[config.mk]
export PLATFORM = sky130hd
export DESIGN_NAME = pcie_tx_arbiter
export DESIGN_NICKNAME = d
export VERILOG_FILES = /design/src/rtl/pcie_tx_arb_pkg.sv /design/src/rtl/pcie_tx_arbiter.sv
export SDC_FILE = /design/constraint.sdc
export NUM_CORES = 1
export LEC_CHECK = 0
export BUFFER_PORTS_ARGS = -buffer_cell sky130_fd_sc_hd__buf_2
export CAP_MARGIN = 15
export CORE_AREA = 2 2 93 95
export CTS_BUF_LIST = sky130_fd_sc_hd__clkbuf_4 sky130_fd_sc_hd__clkbuf_8
export CTS_CLUSTER_DIAMETER = 40
export DETAILED_ROUTE_END_ITERATION = 12
export DIE_AREA = 0 0 95 97
export GPL_ROUTABILITY_DRIVEN = 0
export SLEW_MARGIN = 40
export SYNTH_ARGS = -nofsm -noshare
export SYNTH_HDL_FRONTEND = slang
export SYNTH_SLANG_ARGS = --single-unit
[constraint.sdc]
create_clock -name trn_clk -period 2.4 [get_ports trn_clk]
set_input_delay 0.72 -clock trn_clk [delete_from_list [all_inputs] [get_ports trn_clk]]
set_output_delay 0.72 -clock trn_clk [all_outputs]
set_load 0.02 [all_outputs]
[src/rtl/pcie_tx_arb_pkg.sv]
// -----------------------------------------------------------------------------
// pcie_tx_arb_pkg
//   Shared types and constants for the PCIe TRN transmit arbiter.
//   - arb_state_e : arbiter FSM states
//   - grant_e     : encoding driven on arb_grant_o
//   - TBUF_*      : bit positions inside trn_tbuf_av
// -----------------------------------------------------------------------------
package pcie_tx_arb_pkg;

  typedef enum logic [1:0] {
    ST_IDLE = 2'b00,
    ST_CPL  = 2'b01,
    ST_DMA  = 2'b10
  } arb_state_e;

  typedef enum logic [1:0] {
    GRANT_NONE = 2'b00,
    GRANT_CPL  = 2'b01,
    GRANT_DMA  = 2'b10
  } grant_e;

  // trn_tbuf_av bit positions: posted-request and completion buffer space.
  localparam int TBUF_POSTED = 1;
  localparam int TBUF_CPL    = 2;

  // Width of the DMA starvation counter.
  localparam int STARVE_W = 4;

endpackage

[src/rtl/pcie_tx_arbiter.sv]
// -----------------------------------------------------------------------------
// pcie_tx_arbiter
//   Shares the 64-bit TRN transmit interface of the PCIe endpoint core between
//   the completion engine (cpl_*) and the DMA write engine (dma_*). Whole
//   packets are granted; a grant needs buffer space in the core for that TLP
//   type. Completions win by default, but after MAX_WAIT consecutive completion
//   grants with DMA waiting, DMA is forced through.
//
// Ports
//   trn_clk, trn_reset_n       clock, asynchronous active-low reset
//   trn_lnk_up_n               link up (active-low); no grants while down
//   cpl_* / dma_* (inputs)     requester TLP stream (td, trem_n, sof, eof, rdy)
//   cpl_/dma_tdst_rdy_n_o      ready back to each requester
//   cpl_/dma_tdsc_n_o          one-cycle abort pulse to the owning requester
//   trn_t* (outputs)           core TX stream, muxed from the owner
//   trn_tdst_rdy_n/_dsc_n      core ready and core discontinue
//   trn_tbuf_av                core buffer availability ([1] posted, [2] cpl)
//   arb_grant_o                current owner: 00 none, 01 cpl, 10 dma
// -----------------------------------------------------------------------------
module pcie_tx_arbiter
  import pcie_tx_arb_pkg::*;
#(
  parameter int DATA_WIDTH = 64,
  parameter int REM_WIDTH  = 8,
  parameter int MAX_WAIT   = 4
) (
  input  logic                  trn_clk,
  input  logic                  trn_reset_n,
  input  logic                  trn_lnk_up_n,

  input  logic [DATA_WIDTH-1:0] cpl_td_i,
  input  logic [REM_WIDTH-1:0]  cpl_trem_n_i,
  input  logic                  cpl_tsof_n_i,
  input  logic                  cpl_teof_n_i,
  input  logic                  cpl_tsrc_rdy_n_i,
  output logic                  cpl_tdst_rdy_n_o,
  output logic                  cpl_tdsc_n_o,

  input  logic [DATA_WIDTH-1:0] dma_td_i,
  input  logic [REM_WIDTH-1:0]  dma_trem_n_i,
  input  logic                  dma_tsof_n_i,
  input  logic                  dma_teof_n_i,
  input  logic                  dma_tsrc_rdy_n_i,
  output logic                  dma_tdst_rdy_n_o,
  output logic                  dma_tdsc_n_o,

  output logic [DATA_WIDTH-1:0] trn_td,
  output logic [REM_WIDTH-1:0]  trn_trem_n,
  output logic                  trn_tsof_n,
  output logic                  trn_teof_n,
  output logic                  trn_tsrc_rdy_n,
  output logic                  trn_tsrc_dsc_n,
  input  logic                  trn_tdst_rdy_n,
  input  logic                  trn_tdst_dsc_n,
  input  logic [3:0]            trn_tbuf_av,

  output logic [1:0]            arb_grant_o
);

  arb_state_e          state_q;
  grant_e              grant_q;
  logic [STARVE_W-1:0] starve_cnt_q;
  logic [STARVE_W-1:0] starve_cnt_d;

  logic link_up;
  logic cpl_pend, dma_pend;
  logic cpl_elig, dma_elig;
  logic starved;
  logic pick_cpl, pick_dma;
  logic own_cpl, own_dma;
  logic dsc_hit;
  logic eof_acc;

  // Only the posted and completion bits of trn_tbuf_av matter here.
  logic unused_tbuf;
  assign unused_tbuf = trn_tbuf_av[0] ^ trn_tbuf_av[3];

  assign link_up  = ~trn_lnk_up_n;
  assign cpl_pend = ~cpl_tsrc_rdy_n_i & ~cpl_tsof_n_i;
  assign dma_pend = ~dma_tsrc_rdy_n_i & ~dma_tsof_n_i;
  assign cpl_elig = cpl_pend & trn_tbuf_av[TBUF_CPL];
  assign dma_elig = dma_pend & trn_tbuf_av[TBUF_POSTED];
  assign starved  = (starve_cnt_q == STARVE_W'(MAX_WAIT));

  // DMA wins when it has waited long enough, or when cpl cannot go anyway.
  assign pick_dma = dma_elig & (starved | ~cpl_elig);
  assign pick_cpl = cpl_elig & ~pick_dma;

  assign own_cpl = (state_q == ST_CPL);
  assign own_dma = (state_q == ST_DMA);

  // A discontinue during a link drop is swallowed: the link drop alone
  // returns the FSM to idle and no abort pulse is sent.
  assign dsc_hit = ~trn_tdst_dsc_n & link_up;

  // ---------------------------------------------------------------------------
  // Data path: zero-latency mux from the owner to the core.
  // ---------------------------------------------------------------------------
  always_comb begin
    trn_td         = '0;
    trn_trem_n     = '1;
    trn_tsof_n     = 1'b1;
    trn_teof_n     = 1'b1;
    trn_tsrc_rdy_n = 1'b1;
    case (state_q)
      ST_CPL: begin
        trn_td         = cpl_td_i;
        trn_trem_n     = cpl_trem_n_i;
        trn_tsof_n     = cpl_tsof_n_i;
        trn_teof_n     = cpl_teof_n_i;
        trn_tsrc_rdy_n = cpl_tsrc_rdy_n_i;
      end
      ST_DMA: begin
        trn_td         = dma_td_i;
        trn_trem_n     = dma_trem_n_i;
        trn_tsof_n     = dma_tsof_n_i;
        trn_teof_n     = dma_teof_n_i;
        trn_tsrc_rdy_n = dma_tsrc_rdy_n_i;
      end
      default: ;
    endcase
  end

  // The arbiter itself never aborts a packet.
  assign trn_tsrc_dsc_n = 1'b1;

  // Ready is withheld from the owner in the discontinue cycle so the
  // requester does not count that beat as delivered.
  assign cpl_tdst_rdy_n_o = ~(own_cpl & ~trn_tdst_rdy_n & ~dsc_hit);
  assign dma_tdst_rdy_n_o = ~(own_dma & ~trn_tdst_rdy_n & ~dsc_hit);
  assign cpl_tdsc_n_o     = ~(own_cpl & dsc_hit);
  assign dma_tdsc_n_o     = ~(own_dma & dsc_hit);

  assign eof_acc = ~trn_tsrc_rdy_n & ~trn_tdst_rdy_n & ~trn_teof_n;

  // ---------------------------------------------------------------------------
  // Starvation counter next state. Only arbitration decisions in idle move
  // it; a discontinue leaves it alone, a link drop clears it.
  // ---------------------------------------------------------------------------
  always_comb begin
    starve_cnt_d = starve_cnt_q;
    if (!link_up) begin
      starve_cnt_d = '0;
    end else if (state_q == ST_IDLE) begin
      if (pick_dma) begin
        starve_cnt_d = '0;
      end else if (pick_cpl && dma_pend && (starve_cnt_q < STARVE_W'(MAX_WAIT))) begin
        starve_cnt_d = starve_cnt_q + 1'b1;
      end
    end
  end

  // ---------------------------------------------------------------------------
  // Arbitration FSM with registered grant output.
  // ---------------------------------------------------------------------------
  always_ff @(posedge trn_clk or negedge trn_reset_n) begin
    if (!trn_reset_n) begin
      state_q      <= ST_IDLE;
      grant_q      <= GRANT_NONE;
      starve_cnt_q <= '0;
    end else begin
      starve_cnt_q <= starve_cnt_d;
      case (state_q)
        ST_IDLE: begin
          if (link_up && pick_dma) begin
            state_q <= ST_DMA;
            grant_q <= GRANT_DMA;
          end else if (link_up && pick_cpl) begin
            state_q <= ST_CPL;
            grant_q <= GRANT_CPL;
          end
        end
        ST_CPL, ST_DMA: begin
          // Discontinue and EOF both end ownership; the pulse itself is
          // combinational, so a coincident EOF cannot suppress it.
          if (!link_up || dsc_hit || eof_acc) begin
            state_q <= ST_IDLE;
            grant_q <= GRANT_NONE;
          end
        end
        default: begin
          state_q <= ST_IDLE;
          grant_q <= GRANT_NONE;
        end
      endcase
    end
  end

  assign arb_grant_o = grant_q;

endmodule

; Word-level counts from Yosys, hierarchy flattened
; Cells that the tools add are included.
[word_totals]
input_bits = 159
word_cells = 66
ff_bits = 6
[op_classes]
n_reduce_logical = 12
n_lt_le_gt_ge = 1
muxes = 13
eq_ne = 5
bitwise_logic = 32
n_addsub = 1
[ops]
columns = cell, count
row1 = 64-bit one-hot mux with 2 select lines, 1
row2 = 4-bit 2-to-1 mux, 4
row3 = 1-bit NOT, 16
row4 = 8-bit one-hot mux with 2 select lines, 1
row5 = 1-bit bitwise AND, 15
row6 = 2-bit 2-to-1 mux, 3
row7 = 1-bit one-hot mux with 2 select lines, 3
row8 = 4-bit by 1-bit adder with 4-bit output (second input constant), 1
row9 = 4-bit by 3-bit == test with 1-bit output (second input constant), 1
row10 = 1-bit logical AND, 4
row11 = 4-bit by 3-bit less-than comparator with 1-bit output (second input constant), 1
row12 = 2-bit one-hot mux with 2 select lines, 1
row13 = 2-bit AND reduction, 2
row14 = 3-bit by 1-bit inequality test with 1-bit output (second input constant), 1
row15 = 3-bit nonzero test, 1
row16 = 2-bit by 1-bit == test with 1-bit output (second input constant), 1
row17 = 2-bit == test (second input constant), 1
row18 = 2-bit zero test, 1
row19 = 1-bit logical OR, 2
row20 = 2-bit inequality test (second input constant), 1
row21 = 2-bit nonzero test, 1
row22 = 2-bit OR reduction, 1
row23 = 1-bit OR, 1

; Depth between registers and ports, before layout
[depth]
depth_word = 14
depth_mapped = 7
depth_no_buf = 6

; Least setup slack after synthesis
; Ideal clock, no wire load.
[synth_timing]
kind = register -> output
startpoint = register, netlist name arb_grant_o[0]
endpoint = output trn_td[0]
path_slack_ns = -0.029
path_buffers = 2
arrival_time_ns = 1.709
stages_incl_launch_ff = 6
cell_sequence = dfrtp_1 inv_1 ha_1 clkbuf_1 clkbuf_1 nor2b_1
[synth_rtl]
columns = element, line
row1 = to (decl), pcie_tx_arbiter.sv:47  ; output logic [DATA_WIDTH-1:0] trn_td,

==> metrics.txt <==
Starting Density=20.21%; Port Buffers=around 240; total power=3173 uW; clk_lat worst skew=around 220 ps; commonest non-fill, non-tap cell in the layout=buf_2; antenna violations before repair=0; skew final=1.532 ps; Setup CP Type=flop to output pin; CTS tree=yes; unique cell type count in the Yosys netlist=33; global-route usage over all layers=between 10% and 20%; routed wire length=8479 um; Avg WL per Cell=15.01 um; CP max-delay cell=dfrtp_2; largest net degree at the start of global routing=46; die span in x=95 um; critical path capture point type=output pin; vias in the first global route=2,431; Startpoint Class=flop; CP Cell Sequence=inv_4 > ha_4 > buf_12 > a22oi_1 > nor2b_1 > buf_4; die height=97 um; sequential cell area fraction in the yosys report=9.132%; Initial DRC Count=106; drt drc=0; RSZ-0062 raised after global routing=no; minimum clock period=2324 ps; row cnt=33; HPWL after DPL=6347 um; Mean Syn Cell Area=6.937 um^2; first-pass GRT wire length=between 10,000 and 15,000 um; die area=between 9000 and 10,000 um^2; cts bufs inserted=3; critical path fanouts, max=35; Root Driver=clkbuf_8; worst path required time=approximately 1700 ps; share of layout cells above drive strength 1=66.09%; final setup TNS=0 ps; FF+latch count, synth=6; Hold Vio Cnt, Final=0; cells after synthesis=between 200 and 250; Via Count=around 2,700; Synth Cell Area=1644 um^2; final-stage net count=626; Area growth syn-to-layout=98.02%; CTS max path bufs=2; max-cap viol count=0; Clock Sinks=6; crit path DAT=approximately 1600 ps; Max Freq=0.4302 GHz; hold buffer count at cts=0; endpoints failing setup=0; Antenna Diode Count=0; post-route ant nets=0; synth warn=0; pwr dens=approximately 970 nW/um^2; crit path buf inv count=3; Core Util, Final=between 40% and 50%; Mapped Nets=401; most frequent cells in the layout=buf_2, a22oi_1, nor2b_2; Crit path largest cell delay=approximately 450 ps; I/O Pins=about 240; CP top delay family=buffers and inverters; H-tree Lvls=1; Clk pin slew, worst setup/hold paths=around 30 ps; via/cell ratio=4.811; core area=roughly 8000 um^2; leakage=0.001556 uW; Slew Limit Fails=0; worst hold margin=between 300 and 400 ps; gr ovfl total=0; Detailed Routing Iterations Pass 1=4; HP Class=input pin to async pin; maximum ir drop on the vdd rail=0.4040 mV; final worst-path cycle share=96.85%; status=complete, no violations
==> flip-flops by register name, indices dropped and copies added (netlist names) <==
signal / flops
arb_grant_o: 2
starve_cnt_q: 4
==> cell type report <==
class / count / area (um^2)
Inverter: 6 / 27.53
Clock buffer: 3 / 41.29
Timing Repair Buffer: 247 / 1411
Multi-Input combinational cell: 198 / 1491
Sequential cell: 6 / 152.6
Tap cell: 105 / 131.4
Fill cell: 856 / 4878
==> layer usage <==
layer / GRT usage (%) / share of wire [%]
met5: 0 / 0
met4: 2.341 / 0.55
met3: 2.336 / 8.2
met2: 28.70 / 53
met1: 18.12 / 38
==> timing repair <==
action / 4_1_cts / 5_1_grt
gates resized for setup: 1 / 10
setup buffers: 0 / 0
gates cloned: 0 / 4
setup endpoints to repair: 1 / 62
==> cells by family after synthesis <==
family | Yosys count | share of synthesized area [%]
compound gates | 89 | 41.17
fa+ha+maj | 5 | 3.805
buf+inv | 33 | 8.524
simple gates | 103 | 37.14
flops | 6 | 9.132
other cells | 1 | 0.2281
==> through the flow <==
stage | worst slack (ps) | instances | area, um^2
floorplan | 59.99 | 237 | 1744
global placement | 268.0 | 558 | 3072
detailed placement | 247.3 | 558 | 3072
CTS | 3.457 | 561 | 3115
global route | 0.9277 | 565 | 3256
finish | 75.58 | 565 | 3256
==> report_power, final <==
group / internal (uW) / switching (uW)
Combinational: 1310 / 1570
Clock: 107 / 36.8
Sequential: 118 / 29.4
Total: 1540 / 1640
==> final timing paths <==
check	cells after the start	slack, ps	to	start
min	1	320	starve_cnt_q[2]	trn_reset_n
min reg2reg	2	600	starve_cnt_q[1]	starve_cnt_q[1]
max	6	80	trn_td[5]	arb_grant_o[0]
max in group asynchronous	1	1920	arb_grant_o[0]	trn_reset_n
min in group trn_clk	2	600	starve_cnt_q[1]	starve_cnt_q[1]
max reg2reg	7	520	arb_grant_o[0]	arb_grant_o[1]
==> cell usage after synthesis (all sizes together) <==
cell / instances / area [um^2]
a22oi: 74 / 555.5
nor2b: 65 / 406.6
nand2: 17 / 63.81
clkbuf: 14 / 52.55
buf: 13 / 65.07
dfrtp: 6 / 150.1
inv: 6 / 22.52
ha: 5 / 62.56
nand3: 4 / 20.02
nor2: 3 / 11.26
o21ai: 3 / 15.01
or3: 3 / 18.77
a211o: 2 / 17.52
a21oi: 2 / 10.01
a31oi: 2 / 12.51
nand4: 2 / 12.51
nor3b: 2 / 15.01
or3b: 2 / 22.52
a21o: 1 / 8.760
a221oi: 1 / 15.01
a32oi: 1 / 8.760
and2: 1 / 6.260
and3: 1 / 6.260
conb: 1 / 3.750
nand3b: 1 / 7.510
nor3: 1 / 5.000
nor4b: 1 / 15.01
o211a: 1 / 10.01
o211ai: 1 / 12.51
o221a: 1 / 11.26
Power figures use the tool's default switching activity.
